$ cat config.mk
export PLATFORM = sky130hd
export DESIGN_NAME = pipe_stage_reg
export DESIGN_NICKNAME = d
export VERILOG_FILES = /design/src/rtl/pipe_stage_reg.sv
export SDC_FILE = /design/constraint.sdc
export NUM_CORES = 1
export LEC_CHECK = 0
export ABC_AREA = 1
export CAP_MARGIN = 10
export CORE_UTILIZATION = 51
export CTS_CLUSTER_DIAMETER = 40
export DETAILED_ROUTE_END_ITERATION = 6
export PLACE_DENSITY_LB_ADDON = 0.1
export SLEW_MARGIN = 5
export SYNTH_ARGS = -nofsm -noshare
export SYNTH_HDL_FRONTEND = slang
export SYNTH_SLANG_ARGS = --single-unit
$ cat constraint.sdc
create_clock -name clk -period 2.4 [get_ports clk]
set_clock_uncertainty 0.2 [all_clocks]
set_input_delay 0.6 -clock clk [delete_from_list [all_inputs] [get_ports clk]]
set_output_delay 0.6 -clock clk [all_outputs]
set_load 0.02 [all_outputs]
$ cat src/rtl/pipe_stage_reg.sv
// Elastic valid/ready pipeline-stage register with an optional skid entry.
// SKID=1 gives two entries and a registered in_ready; SKID=0 gives one entry.
module pipe_stage_reg #(
    parameter int unsigned      WIDTH     = 32,
    parameter logic [WIDTH-1:0] RESET_VAL = {WIDTH{1'b0}},
    parameter bit               SKID      = 1'b1
) (
    input  logic             clk,
    input  logic             rst,
    input  logic             flush,
    input  logic             in_valid,
    output logic             in_ready,
    input  logic [WIDTH-1:0] in_data,
    output logic             out_valid,
    input  logic             out_ready,
    output logic [WIDTH-1:0] out_data,
    output logic [1:0]       occupancy
);

    logic             r_main_v;
    logic             r_skid_v;
    logic [WIDTH-1:0] r_main_d;
    logic [WIDTH-1:0] r_skid_d;

    logic             w_in_ready;
    logic             w_in_fire;
    logic             w_out_fire;
    logic             w_main_v_nxt;
    logic             w_skid_v_nxt;
    logic [WIDTH-1:0] w_main_d_nxt;
    logic [WIDTH-1:0] w_skid_d_nxt;

    // With a skid entry in_ready depends only on state; without one it looks through to out_ready.
    always_comb begin
        if (SKID) begin
            w_in_ready = ~r_skid_v;
        end else begin
            w_in_ready = ~r_main_v | out_ready;
        end
    end

    assign w_in_fire  = in_valid & w_in_ready & ~flush;
    assign w_out_fire = r_main_v & out_ready;

    always_comb begin
        // NOTE: every next-state signal takes its hold value first so no path leaves it unassigned and infers a latch.
        w_main_v_nxt = r_main_v;
        w_skid_v_nxt = r_skid_v;
        w_main_d_nxt = r_main_d;
        w_skid_d_nxt = r_skid_d;
        if (!r_main_v) begin
            if (w_in_fire) begin
                w_main_v_nxt = 1'b1;
                w_main_d_nxt = in_data;
            end
        end else if (!r_skid_v) begin
            if (w_in_fire && w_out_fire) begin
                w_main_d_nxt = in_data;
            end else if (w_in_fire && SKID) begin
                w_skid_v_nxt = 1'b1;
                w_skid_d_nxt = in_data;
            end else if (w_out_fire) begin
                w_main_v_nxt = 1'b0;
                w_main_d_nxt = RESET_VAL;
            end
        end else if (w_out_fire) begin
            w_main_d_nxt = r_skid_d;
            w_skid_v_nxt = 1'b0;
            w_skid_d_nxt = RESET_VAL;
        end
    end

    // Reset and flush both collapse the stage to an empty bubble carrying RESET_VAL.
    always_ff @(posedge clk) begin
        // NOTE: state registers use non-blocking assignments so every flop samples pre-edge values.
        if (rst || flush) begin
            r_main_v <= 1'b0;
            r_skid_v <= 1'b0;
            r_main_d <= RESET_VAL;
            r_skid_d <= RESET_VAL;
        end else begin
            r_main_v <= w_main_v_nxt;
            r_skid_v <= w_skid_v_nxt;
            r_main_d <= w_main_d_nxt;
            r_skid_d <= w_skid_d_nxt;
        end
    end

    assign in_ready  = w_in_ready;
    assign out_valid = r_main_v;
    assign out_data  = r_main_d;
    assign occupancy = {1'b0, r_main_v} + {1'b0, r_skid_v};

endmodule

---- Word-level counts from Yosys, hierarchy flattened ----
Cells that the tools add are included.
Widths: inputs -> output; s select.
storage, ports and cells
  logic and storage cells ................. 38
  output and inout bits ................... 36
  bits of input ports ..................... 37
  flip-flop bits (word level) ............. 66
operators by class
  bitwise gates (word level) .............. 5
  reduce and logical (&&, ||, !) cells .... 7
  add/subtract/negate cells ............... 1
  equal/unequal tests ..................... 4
  mux-type cells .......................... 17
operator list
  cell                number
  $mux 32             9
  $mux 1              8
  $reduce_and 4->1    2
  $ne 4x3->1 const B  1
  $reduce_bool 2->1   2
  $reduce_bool 4->1   1
  $and 1x1->1         3
  $ne 3x2->1 const B  1
  $add 1x1->2         1
  $ne 2x1->1 const B  1
  $ne 2x2->1 const B  1
  $not 1->1           2
  $logic_and 1x1->1   1
  $logic_or 1x1->1    1

---- Logic depth before layout (Yosys ltp) ----
  word-level depth ........................ 7
  depth in mapped cells ................... 10
  mapped depth without buffers ............ 9

---- Least setup slack after synthesis ----
No wires, ideal clock.
  kind .................................... register -> output
  from .................................... register r_skid_v
  to ...................................... output port occupancy[0]
  buffers on the path ..................... 2
  setup slack ............................. 0.226 ns
  stages on the path, launching flop included .. 6
  data required time ...................... 1.600 ns
  arrival ................................. 1.374 ns
  cell sequence ........................... dfxtp_1 > inv_2 > buf_6 > clkbuf_1 > ha_1 > inv_1
between the ends
  cells in the longest elaborated chain, start to end .. 1
RTL lines
  item                      line  source
  start: declaration        21    logic r_skid_v;
  start signal: assignment  83    r_skid_v <= w_skid_v_nxt;
  $add 1x1->2               92    assign occupancy = {1'b0, r_main_v} + {1'b0, r_skid_v};
  end: declaration          17    output logic [1:0] occupancy
Every way passes these cells.

---- Final worst setup path ----
  from .................................... register r_main_v, in the netlist out_valid
  to ...................................... output port out_valid
RTL lines
  item                      line  source
  start: declaration        20    logic r_main_v;
  start signal: assignment  82    r_main_v <= w_main_v_nxt;
  end: declaration          14    output logic out_valid,
No word-level cell between the ends.

==> results.py <==
metrics = {
    "timing": {
        "final_min_period_over_clock_period_pct": 94.72,
        "hold_vio_cnt_final": 0,
        "achievable-frequency_mhz": 439.9,
        "worst_slew_pin_slew_ns": 0.4066,
        "final-setup-viol-count": 0,
        "timing.hold.ws_ns": 0.2836,
        "totalNegativeSetupSlack_ns": 0,
        "slew-limit-headroom_pct": 72.86,
        "final-max-slew-violation-count": 0,
        "final.min_clock_period_ns": 2.273,
        "grt_setup_unrepaired": "no",
    },
    "placed_design": {
        "routabilityCongestion": 0.7522,
        "hpwlAfterDp_um": 5029,
        "port-buffer-count": 72,
        "dpl_cell_area_mm2": 0.004154,
    },
    "floorplanning": {
        "die_area_mm2": 0.006787,
        "floorplan.die.width_um": 82.39,
        "io-pin-count": 73,
        "initial_core_util_pct": 54.38,
        "core.rowCount": 28,
        "core-area_mm2": 0.006061,
        "chipHeight_um": 82.39,
    },
    "logic_synthesis": {
        "ys_types": 18,
        "synth_area_mm2": 0.003296,
        "yosysSeqAreaShare_pct": 40.09,
        "number_of_register_bits_inferred_by_synthesis": 66,
        "synthesis.yosys.warnings": 0,
        "synthesis.instances": 547,
        "synth_area_per_cell_um2": 6.025,
        "syn-num-nets": 586,
    },
    "setup_path": {
        "wp_data_arrival_ns": 1.47,
        "required_ns": 1.60,
        "critical_path.startpoint_type": "flip-flop",
        "cp_max_fo": 4,
        "endpoint_kind": "output port",
        "timing.setup.critical_path_class": "reg -> out",
    },
    "power_and_ir_drop": {
        "power_density_mw_per_mm2": 531.0,
        "power.switching_mw": 0.5613,
        "pwr-share-comb_pct": 11.8,
        "power_report.internal_total_mw": 1.747,
        "clock_power_share_pct": 39.8,
        "power.static_leakage_nw": 2.093,
        "seq_power_share_pct": 48.3,
        "netSwitchingFraction_pct": 24.32,
        "vdd_drop_max_uv": 419.7,
    },
    "routing": {
        "finalWirelength_um": 7589,
        "drt-initial-drc-count": 223,
        "drtPass1Iterations": 4,
        "dr.max_layer_used": "met4",
        "vias_per_cell": 4.827,
        "detail-route-antenna-nets": 0,
        "total_length_of_routed_met3_wires_um": 344,
        "via_count": 3340,
        "route.met2.wl_um": 3760,
        "avgRoutedWirePerCell_um": 10.97,
        "drc": 0,
        "wl_met1_um": 3392,
    },
    "finish": {
        "multi_input_area_mm2": 0.001642,
        "register_area_mm2": 0.001321,
        "top_library_cells_by_usage_in_the_layout_fill_and_taps_aside": "sky130_fd_sc_hd__nand2_1, sky130_fd_sc_hd__nor2_1, sky130_fd_sc_hd__clkdlybuf4s50_1",
        "drive_above_1_share_pct": 6.483,
        "syn_to_final_growth_pct": 31.89,
        "final.fill_count": 534,
        "final_core_util_pct": 71.72,
        "stdcell_area_mm2": 0.004347,
        "finish.net_count": 651,
        "insertedDiodeCount": 0,
        "layout.cells.most_common": "sky130_fd_sc_hd__nand2_1",
    },
    "clocking": {
        "ctsHoldBuffers": 0,
        "htreeDepth": 3,
        "worst_skew_pair.late_latency_ns": 0.34,
        "master_cell_of_the_clock_root_buffer": "sky130_fd_sc_hd__clkbuf_8",
        "tritoncts_clock_tree": "built",
        "cts.clk_slew.worst_paths_ns": 0.07,
        "cts_buffers": 9,
        "count_of_clock_tree_sinks": 66,
        "ctsLongestPathBuffers": 2,
    },
    "global_route": {
        "grt_pass1_wl_um": 12610,
        "first_global_vias": 2962,
        "grt_overflow_total": 0,
        "grt_antenna_before_repair": 0,
        "gr-usage-all-layers_pct": 24.35,
        "grt_start_max_net_pins": 40,
    },
    "job": {
        "drv.max_cap_violation_count": 0,
    },
    "min_path": {
        "min_path_type": "reg -> reg",
    },
    "outcome": {
        "run_status": "finished, final reports clean",
    },
}
kinds of logic (layout without fill, tap and decap cells):
| family | count (synthesis) | in the layout | share of synthesized area, % |
|---|---|---|---|
| AND/OR/NAND/NOR | 365 | 365 | 43.36 |
| flip-flops | 66 | 66 | 40.09 |
| buffers and inverters | 79 | 149 | 10.40 |
| AO/OA/AOI/OAI | 35 | 35 | 5.391 |
| adder cells (fa/ha/maj) | 2 | 2 | 0.7592 |
timing repair:
action,CTS,global route
resized for setup,2,0
setup buffers,0,0
endpoints found under the setup margin,2,0
worst max-delay path, cell delays in order (launching register included):
cell and delay (ns):
sky130_fd_sc_hd__dfxtp_1 0.39, sky130_fd_sc_hd__buf_4 0.16, sky130_fd_sc_hd__clkdlybuf4s50_1 0.60
per-stage QoR:
| step | setup slack, ns | power (mW) | std cells |
|---|---|---|---|
| final | 0.1268 | 2.308 | 692 |
| after global routing | 0.04680 | 2.412 | 692 |
| after CTS | 0.1110 | 2.328 | 692 |
| after detailed placement | 0.09174 | 1.414 | 676 |
| after global placement | 0.1502 | 1.410 | 676 |
| after floorplan | 0.2262 | 1.283 | 547 |
synth_stat cells:
cell                       instances  area, µm²
sky130_fd_sc_hd__a21boi_0          1      7.510
sky130_fd_sc_hd__nor2_2            1      6.260
sky130_fd_sc_hd__dfxtp_1          66       1321
sky130_fd_sc_hd__clkbuf_1          9      33.78
sky130_fd_sc_hd__ha_1              2      25.02
sky130_fd_sc_hd__a21oi_1          33      165.2
sky130_fd_sc_hd__buf_6             2      22.52
sky130_fd_sc_hd__nor2_1           98      367.9
sky130_fd_sc_hd__nand2_2           2      12.51
sky130_fd_sc_hd__nand3_4           1      17.52
sky130_fd_sc_hd__o21ai_0           1      5.000
sky130_fd_sc_hd__nand4_1           1      6.260
sky130_fd_sc_hd__inv_2             3      11.26
sky130_fd_sc_hd__buf_2            22      110.1
sky130_fd_sc_hd__buf_4             1      7.510
sky130_fd_sc_hd__nand3_1          28      140.1
sky130_fd_sc_hd__nand2_1         234      878.3
sky130_fd_sc_hd__inv_1            42      157.7
final timing paths:
path / startpoint / to / slack [ns] / cells after the start
max: out_valid / out_valid / 0.13 / 2
min: r_skid_d[28] / r_skid_d[28] / 0.28 / 2
max reg2reg: r_skid_v / out_data[24] / 0.50 / 8
min reg2reg: r_skid_d[28] / r_skid_d[28] / 0.28 / 2
state kept, by name, summed over array words and instances (netlist names):
signal	count
r_skid_d	32
r_skid_v	1
out_data	32
out_valid	1
power by group through the flow:
stage	sequential [mW]	combinational [mW]	clock, mW
finish	1.12	0.272	0.920
detailed placement	1.14	0.273	0
global route	1.12	0.303	0.992
floorplan	1.16	0.127	0
global placement	1.14	0.270	0
CTS	1.12	0.274	0.938
cell type report:
cell class / instances / share of cell area (%)
Clock buffer: 11 / 3.253
Clock inverter: 5 / 1.238
Inverter: 45 / 3.886
Multi-Input combinational cell: 402 / 37.77
Sequential cell: 66 / 30.40
Tap cell: 75 / 2.159
Timing Repair Buffer: 88 / 21.30
metal layers:
layer / global-route usage, % / up-vias
li1: - / 1773
met1: 27.70 / 1491
met2: 43.80 / 69
met3: 7.253 / 7
met4: 6.842 / 0
met5: 0 / -
Power figures use the tool's default switching activity.
